$ cat config.mk
export PLATFORM = sky130hd
export DESIGN_NAME = multi_acc_calculator_flat
export DESIGN_NICKNAME = d
export VERILOG_FILES = /design/src/rtl/multi_acc_calculator_if.sv /design/src/rtl/multi_acc_calculator.sv /design/src/flat_wrapper.sv
export SDC_FILE = /design/constraint.sdc
export NUM_CORES = 1
export LEC_CHECK = 0
export BUFFER_PORTS_ARGS = -buffer_cell sky130_fd_sc_hd__buf_2
export CORE_ASPECT_RATIO = 1.1
export CORE_MARGIN = 2
export CORE_UTILIZATION = 23
export DETAILED_ROUTE_END_ITERATION = 8
export HOLD_SLACK_MARGIN = 0.12
export PLACE_DENSITY = 0.47
export SLEW_MARGIN = 30
export SYNTH_ARGS = -nofsm -noshare
export SYNTH_HDL_FRONTEND = slang
export SYNTH_SLANG_ARGS = --single-unit
$ cat constraint.sdc
create_clock -name CLK -period 14 [get_ports CLK]
set_clock_uncertainty 0.05 [all_clocks]
set_input_delay 0.7 -clock CLK [delete_from_list [all_inputs] [get_ports CLK]]
set_output_delay 0.7 -clock CLK [all_outputs]
set_load 0.02 [all_outputs]
$ cat src/rtl/multi_acc_calculator_if.sv
// Command/result bundle between the calculator front-end (master) and multi_acc_calculator (slave).
interface multi_acc_calculator_if #(
  parameter int DATA_WIDTH    = 10,
  parameter int RESULT_WIDTH  = 18,
  parameter int ACC_SEL_WIDTH = 2
);
  logic                     CLEAR;
  logic                     COMPUTE;
  logic [2:0]               OPERATION;
  logic [ACC_SEL_WIDTH-1:0] ACC_SEL;
  logic [DATA_WIDTH-1:0]    CALC_DATA;
  logic                     BUSY;
  logic                     DONE;
  logic                     RESULT_READY;
  logic [ACC_SEL_WIDTH-1:0] RESULT_SEL;
  logic [RESULT_WIDTH-1:0]  RESULT_DATA;
  logic                     CARRY;
  logic                     OVERFLOW;
  logic                     ZERO;

  modport master (
    output CLEAR, COMPUTE, OPERATION, ACC_SEL, CALC_DATA,
    input  BUSY, DONE, RESULT_READY, RESULT_SEL, RESULT_DATA, CARRY, OVERFLOW, ZERO
  );

  modport slave (
    input  CLEAR, COMPUTE, OPERATION, ACC_SEL, CALC_DATA,
    output BUSY, DONE, RESULT_READY, RESULT_SEL, RESULT_DATA, CARRY, OVERFLOW, ZERO
  );
endinterface

$ cat src/rtl/multi_acc_calculator.sv
// NUM_ACC accumulators sharing one ripple adder, sequenced by an IDLE/SETUP/EXEC/CLR/FIN FSM.
// Define CALC_SATURATE_EN to clamp out-of-range ADD/SUB results instead of wrapping.
module multi_acc_calculator #(
  parameter int DATA_WIDTH    = 10,
  parameter int RESULT_WIDTH  = 18,
  parameter int NUM_ACC       = 4,
  parameter int ACC_SEL_WIDTH = 2,
  parameter int SIGN_EXTEND   = 0
) (
  input  logic                   CLK,
  input  logic                   RESET,
  multi_acc_calculator_if.slave  bus
);

  localparam int MSB = RESULT_WIDTH - 1;

  localparam logic [2:0] OP_ADD  = 3'b000;
  localparam logic [2:0] OP_SUB  = 3'b001;
  localparam logic [2:0] OP_AND  = 3'b010;
  localparam logic [2:0] OP_OR   = 3'b011;
  localparam logic [2:0] OP_XOR  = 3'b100;
  localparam logic [2:0] OP_LOAD = 3'b101;

  typedef enum logic [2:0] {S_IDLE, S_SETUP, S_EXEC, S_CLR, S_FIN} state_t;

  state_t                   r_state;
  logic [RESULT_WIDTH-1:0]  r_acc [NUM_ACC];
  logic [ACC_SEL_WIDTH-1:0] r_sel;
  logic [2:0]               r_op;
  logic [RESULT_WIDTH-1:0]  r_ext;
  logic [RESULT_WIDTH-1:0]  r_b;
  logic                     r_cin;
  logic                     r_busy, r_done, r_ready, r_carry, r_ovf, r_zero;

  logic [RESULT_WIDTH-1:0]  w_ext, w_a, w_sum, w_wr_val;
  logic                     w_cout, w_raw_ovf, w_wr_carry, w_wr_ovf;

  generate
    if (RESULT_WIDTH > DATA_WIDTH) begin : g_widen
      assign w_ext = {{(RESULT_WIDTH-DATA_WIDTH){(SIGN_EXTEND != 0) && bus.CALC_DATA[DATA_WIDTH-1]}},
                      bus.CALC_DATA};
    end else begin : g_same
      assign w_ext = bus.CALC_DATA;
    end
  endgenerate

  assign w_a = r_acc[r_sel];

  // NOTE: blocking assignments are correct here: the carry must ripple bit by bit within one evaluation.
  always_comb begin : ripple_adder
    logic c;
    c     = r_cin;
    w_sum = '0;
    for (int i = 0; i < RESULT_WIDTH; i++) begin
      w_sum[i] = w_a[i] ^ r_b[i] ^ c;
      c        = (w_a[i] & r_b[i]) | (c & (w_a[i] ^ r_b[i]));
    end
    w_cout = c;
  end

  // NOTE: every output gets a default first so no path leaves it unassigned and infers a latch.
  always_comb begin
    w_raw_ovf  = (w_a[MSB] == r_b[MSB]) && (w_sum[MSB] != w_a[MSB]);
    w_wr_val   = w_a;
    w_wr_carry = 1'b0;
    w_wr_ovf   = 1'b0;
    case (r_op)
      OP_ADD:  begin w_wr_val = w_sum; w_wr_carry = w_cout;  w_wr_ovf = w_raw_ovf; end
      OP_SUB:  begin w_wr_val = w_sum; w_wr_carry = ~w_cout; w_wr_ovf = w_raw_ovf; end
      OP_AND:  w_wr_val = w_a & r_ext;
      OP_OR:   w_wr_val = w_a | r_ext;
      OP_XOR:  w_wr_val = w_a ^ r_ext;
      OP_LOAD: w_wr_val = r_ext;
      default: ;
    endcase
`ifdef CALC_SATURATE_EN
    // Flags keep the raw event; only the stored value is clamped.
    if (r_op == OP_ADD || r_op == OP_SUB) begin
      if (SIGN_EXTEND != 0) begin
        if (w_raw_ovf)
          w_wr_val = w_a[MSB] ? {1'b1, {MSB{1'b0}}} : {1'b0, {MSB{1'b1}}};
      end else if (w_wr_carry) begin
        w_wr_val = (r_op == OP_ADD) ? '1 : '0;
      end
    end
`endif
  end

  always_ff @(posedge CLK) begin
    if (RESET) begin
      r_state <= S_IDLE;
      // NOTE: the accumulators are architecturally visible after reset, so this array is reset explicitly.
      for (int i = 0; i < NUM_ACC; i++) r_acc[i] <= '0;
      r_sel   <= '0;
      r_op    <= OP_ADD;
      r_ext   <= '0;
      r_b     <= '0;
      r_cin   <= 1'b0;
      r_busy  <= 1'b0;
      r_done  <= 1'b0;
      r_ready <= 1'b0;
      r_carry <= 1'b0;
      r_ovf   <= 1'b0;
      r_zero  <= 1'b1;
    end else begin
      case (r_state)
        S_IDLE: begin
          r_done <= 1'b0;
          if (bus.CLEAR) begin
            r_sel   <= bus.ACC_SEL;
            r_ready <= 1'b0;
            r_busy  <= 1'b1;
            r_state <= S_CLR;
          end else if (bus.COMPUTE) begin
            r_sel   <= bus.ACC_SEL;
            r_op    <= bus.OPERATION;
            r_ext   <= w_ext;
            r_ready <= 1'b0;
            r_busy  <= 1'b1;
            r_state <= S_SETUP;
          end
        end
        S_SETUP: begin
          r_b     <= (r_op == OP_SUB) ? ~r_ext : r_ext;
          r_cin   <= (r_op == OP_SUB);
          r_state <= S_EXEC;
        end
        S_EXEC: begin
          r_acc[r_sel] <= w_wr_val;
          r_carry      <= w_wr_carry;
          r_ovf        <= w_wr_ovf;
          r_zero       <= (w_wr_val == '0);
          r_state      <= S_FIN;
        end
        S_CLR: begin
          r_acc[r_sel] <= '0;
          r_carry      <= 1'b0;
          r_ovf        <= 1'b0;
          r_zero       <= 1'b1;
          r_state      <= S_FIN;
        end
        S_FIN: begin
          r_done  <= 1'b1;
          r_ready <= 1'b1;
          r_busy  <= 1'b0;
          r_state <= S_IDLE;
        end
        default: r_state <= S_IDLE;
      endcase
    end
  end

  assign bus.BUSY         = r_busy;
  assign bus.DONE         = r_done;
  assign bus.RESULT_READY = r_ready;
  assign bus.RESULT_SEL   = r_sel;
  assign bus.RESULT_DATA  = w_a;
  assign bus.CARRY        = r_carry;
  assign bus.OVERFLOW     = r_ovf;
  assign bus.ZERO         = r_zero;

endmodule

$ cat src/flat_wrapper.sv
// flat-port wrapper written by rule: the top's interface ports become plain ports
module multi_acc_calculator_flat 
#(
  parameter int DATA_WIDTH    = 10,
  parameter int RESULT_WIDTH  = 18,
  parameter int NUM_ACC       = 4,
  parameter int ACC_SEL_WIDTH = 2,
  parameter int SIGN_EXTEND   = 0
)
  (CLK, RESET, bus_CLEAR, bus_COMPUTE, bus_OPERATION, bus_ACC_SEL, bus_CALC_DATA, bus_BUSY, bus_DONE, bus_RESULT_READY, bus_RESULT_SEL, bus_RESULT_DATA, bus_CARRY, bus_OVERFLOW, bus_ZERO);
  multi_acc_calculator_if #(.DATA_WIDTH(DATA_WIDTH), .RESULT_WIDTH(RESULT_WIDTH), .ACC_SEL_WIDTH(ACC_SEL_WIDTH)) bus_i ();
  input  logic CLK;
  input  logic RESET;
  input wire logic [$bits(bus_i.CLEAR)-1:0] bus_CLEAR;
  input wire logic [$bits(bus_i.COMPUTE)-1:0] bus_COMPUTE;
  input wire logic [$bits(bus_i.OPERATION)-1:0] bus_OPERATION;
  input wire logic [$bits(bus_i.ACC_SEL)-1:0] bus_ACC_SEL;
  input wire logic [$bits(bus_i.CALC_DATA)-1:0] bus_CALC_DATA;
  output wire logic [$bits(bus_i.BUSY)-1:0] bus_BUSY;
  output wire logic [$bits(bus_i.DONE)-1:0] bus_DONE;
  output wire logic [$bits(bus_i.RESULT_READY)-1:0] bus_RESULT_READY;
  output wire logic [$bits(bus_i.RESULT_SEL)-1:0] bus_RESULT_SEL;
  output wire logic [$bits(bus_i.RESULT_DATA)-1:0] bus_RESULT_DATA;
  output wire logic [$bits(bus_i.CARRY)-1:0] bus_CARRY;
  output wire logic [$bits(bus_i.OVERFLOW)-1:0] bus_OVERFLOW;
  output wire logic [$bits(bus_i.ZERO)-1:0] bus_ZERO;
  assign bus_i.CLEAR = bus_CLEAR;
  assign bus_i.COMPUTE = bus_COMPUTE;
  assign bus_i.OPERATION = bus_OPERATION;
  assign bus_i.ACC_SEL = bus_ACC_SEL;
  assign bus_i.CALC_DATA = bus_CALC_DATA;
  assign bus_BUSY = bus_i.BUSY;
  assign bus_DONE = bus_i.DONE;
  assign bus_RESULT_READY = bus_i.RESULT_READY;
  assign bus_RESULT_SEL = bus_i.RESULT_SEL;
  assign bus_RESULT_DATA = bus_i.RESULT_DATA;
  assign bus_CARRY = bus_i.CARRY;
  assign bus_OVERFLOW = bus_i.OVERFLOW;
  assign bus_ZERO = bus_i.ZERO;
  multi_acc_calculator #(.DATA_WIDTH(DATA_WIDTH), .RESULT_WIDTH(RESULT_WIDTH), .NUM_ACC(NUM_ACC), .ACC_SEL_WIDTH(ACC_SEL_WIDTH), .SIGN_EXTEND(SIGN_EXTEND)) u_core (.CLK(CLK), .RESET(RESET), .bus(bus_i));
endmodule
==> run metrics <==
outcome=complete, no violations; clock sink total=around 110; final std cells w/o fill=about 950; first-pass GRT wire length=24400 um; initial detailed-routing violation count=208; Clock Tree Buf Depth=2; PwrDens=119 mW/mm^2; Ports=45; Vias/cell=4.33; Switching Fraction=between 30% and 40%; placed cells=around 940; Post-CTS Setup Bufs=0; Syn Area/Cell=roughly 10 um^2; most frequent CP cell=fa_1; Net Switching=0.246 mW; fin crit share=between 70% and 80%; Initial Util=a little under a quarter; share of layout cells above drive strength 1=approximately 17%; critical path class=reg -> reg; slew margin rel.=between 40% and 50%; vias in the first global route=4147; Post-Place Setup Slack=a little under 4 ns; delay-heaviest family, CP=adder cells; Req. time, crit path=around 14 ns; count leader, synth=nor2_1; Reg clk slew, reported paths=about 0.08 ns; Area Growth Syn to Fin=14.6%; maximum VDD drop=0.0518 mV; residual DRC count=0; Max Slew Vio Count=0; Clock Power Share=33.5%; post-synth top area share=~36%; number of buffers created by CTS=9; unrepaired setup endpoints after global routing=false; Critical path buffers and inverters=3; die area=0.0272 mm^2; ys flop type=edfxtp_1; clk_lat worst skew=approximately 0.36 ns; sequential power share=between 40% and 50%; CTS tree=yes; CTS root buf=clkbuf_16; Die Y=~170 um; Worst setup SP type=flop; filler cell count=2734; Tightest Pin Transition=between 0.8 and 0.9 ns; GR Util All Layers=approximately an eighth; ANT nets after route=0; crit path capture type=flop; Final nets=660; Synth cell types=47; First-pass DRT Iterations=4; Synth Net Count=631; Post-Syn Instances=~570; Int Pwr=between 0.5 and 0.6 mW; final hold vios=0; biggest area consumer among synthesized cells=edfxtp_1; routed len/inst=16.3 um; synth warn=0; Chip Width=~160 um; RePlAce Congestion=between 0.8 and 0.9; Combinational Power Share=about a fifth; flops & latches, synth=109; core box area=approximately 0.025 mm^2; antenna cell count=0; top cells by count, synth=nor2_1 (89), edfxtp_1 (72), nand2_1 (70); Post-DP HPWL=roughly 11000 um; sequential cell area fraction in the yosys report=around half; Max Cap Violations=0; GRT Residual Overflow=0; Post-Syn Area=roughly 0.006 mm^2; max incr delay on CP=0.58 ns; CTS Hold Bufs=0; Post-synth EDFFs=between 70 and 80; number of port buffers=44; Setup Viol. Count Final=0; setup TNS=0 ns; largest net degree at the start of global routing=43; main area contributors after synthesis=edfxtp_1 (36%), dfxtp_1 (12%), fa_1 (6.1%); worst hold path type=reg -> reg; Crit Path Max Fanout=27; Final min period=10.04 ns; via count=4126; # rows=just over 60; leakage=2.52 nW; final worst slack=between 3 and 4 ns; Peak Freq=~100 MHz; WP data arrival=slightly above 10 ns; final WL=roughly 16000 um; H-Tree Depth=3; post-cts sizing count=0; Synth async-reset ratio=0%; Slowest-stage cell, CP=fa_1; initial antenna violation count=1
[tightest hold or removal path, stage by stage (launching register included)]
cell and delay [ns]:
dfxtp_1 0.31, nand2b_1 0.06, a21oi_1 0.06
[routing by layer]
layer / GRT usage (%) / wire, um / part of all wire [%] / vias up
li1: - / - / - / 2020
met1: 15.6 / 7100 / 46 / 2011
met2: 19.6 / 7610 / 49 / 78
met3: 2.58 / 621 / 4.0 / 15
met4: 3.03 / 229 / 1.5 / 2
met5: 0 / 13 / 0.083 / -
[power groups by stage]
stage	logic (mW)	registers (mW)	clock network, mW
3_3_place_gp	0.172	0.378	0
6_report	0.168	0.371	0.272
4_1_cts	0.172	0.371	0.281
2_1_floorplan	0.119	0.376	0
5_1_grt	0.187	0.373	0.293
3_5_place_dp	0.171	0.378	0
[registers in the layout, summed over array words and instances (netlist names), named ones only]
signal / cells
u_core.bus.BUSY: 1
u_core.bus.CARRY: 1
u_core.bus.DONE: 1
u_core.bus.OVERFLOW: 1
u_core.bus.RESULT_READY: 1
u_core.bus.RESULT_SEL: 2
u_core.bus.ZERO: 1
u_core.r_acc: 72
u_core.r_b: 11
u_core.r_ext: 10
u_core.r_op: 3
u_core.r_state: 3
[cells in the final DEF, fill, tap and decap left out, types with 7 or more instances in the layout]
master	instances
buf_2	44
o22ai_1	8
inv_1	58
clkbuf_16	9
fa_1	18
nor2_1	89
mux2i_1	9
a311oi_1	9
xnor2_1	11
a21oi_1	20
mux2_2	14
a211oi_1	20
buf_4	7
mux4_2	11
ha_1	21
edfxtp_1	72
o21ai_0	16
dfxtp_1	37
nand2_1	70
[through the flow]
stage | hold WS, ns | cell area (um^2) | power [mW] | utilization [%]
final | 0.426 | 6820 | 0.811 | 26.9
after global routing | 0.461 | 6820 | 0.854 | 26.9
after CTS | 0.431 | 6820 | 0.825 | 26.9
after detailed placement | 0.421 | 6510 | 0.550 | 25.7
after global placement | 0.411 | 6480 | 0.550 | 25.6
after floorplan | 0.427 | 5960 | 0.494 | -
[logic make-up after synthesis]
kind of cell | synth area share (%)
AO/OA/AOI/OAI | 8.93
buffers and inverters | 6.74
AND/OR/NAND/NOR | 14.6
flip-flops | 48.7
multiplexers | 8.76
adder cells (fa/ha/maj) | 10.5
XOR/XNOR | 1.76
[path summary, 6_finish.rpt]
kind,from,to,slack (ns),cells past startpoint
worst max-delay path,flop,u_core.bus.ZERO,3.96,28
worst min-delay path,u_core.bus.RESULT_READY,u_core.bus.RESULT_READY,0.43,2
worst max register to register,flop,u_core.bus.ZERO,3.96,28
worst min register to register,u_core.bus.RESULT_READY,u_core.bus.RESULT_READY,0.43,2
[final cells by class]
cell class | count | area, um^2 | share of cell area, %
multi-input cells | 371 | 2660 | 39.0
well taps | 346 | 433 | 6.34
flip-flops and latches | 109 | 2900 | 42.5
inverters | 58 | 218 | 3.19
clock buffers | 9 | 225 | 3.30
repair buffers | 53 | 295 | 4.33
clock inverters | 7 | 88.8 | 1.30
(Power assumes the default switching activity.)
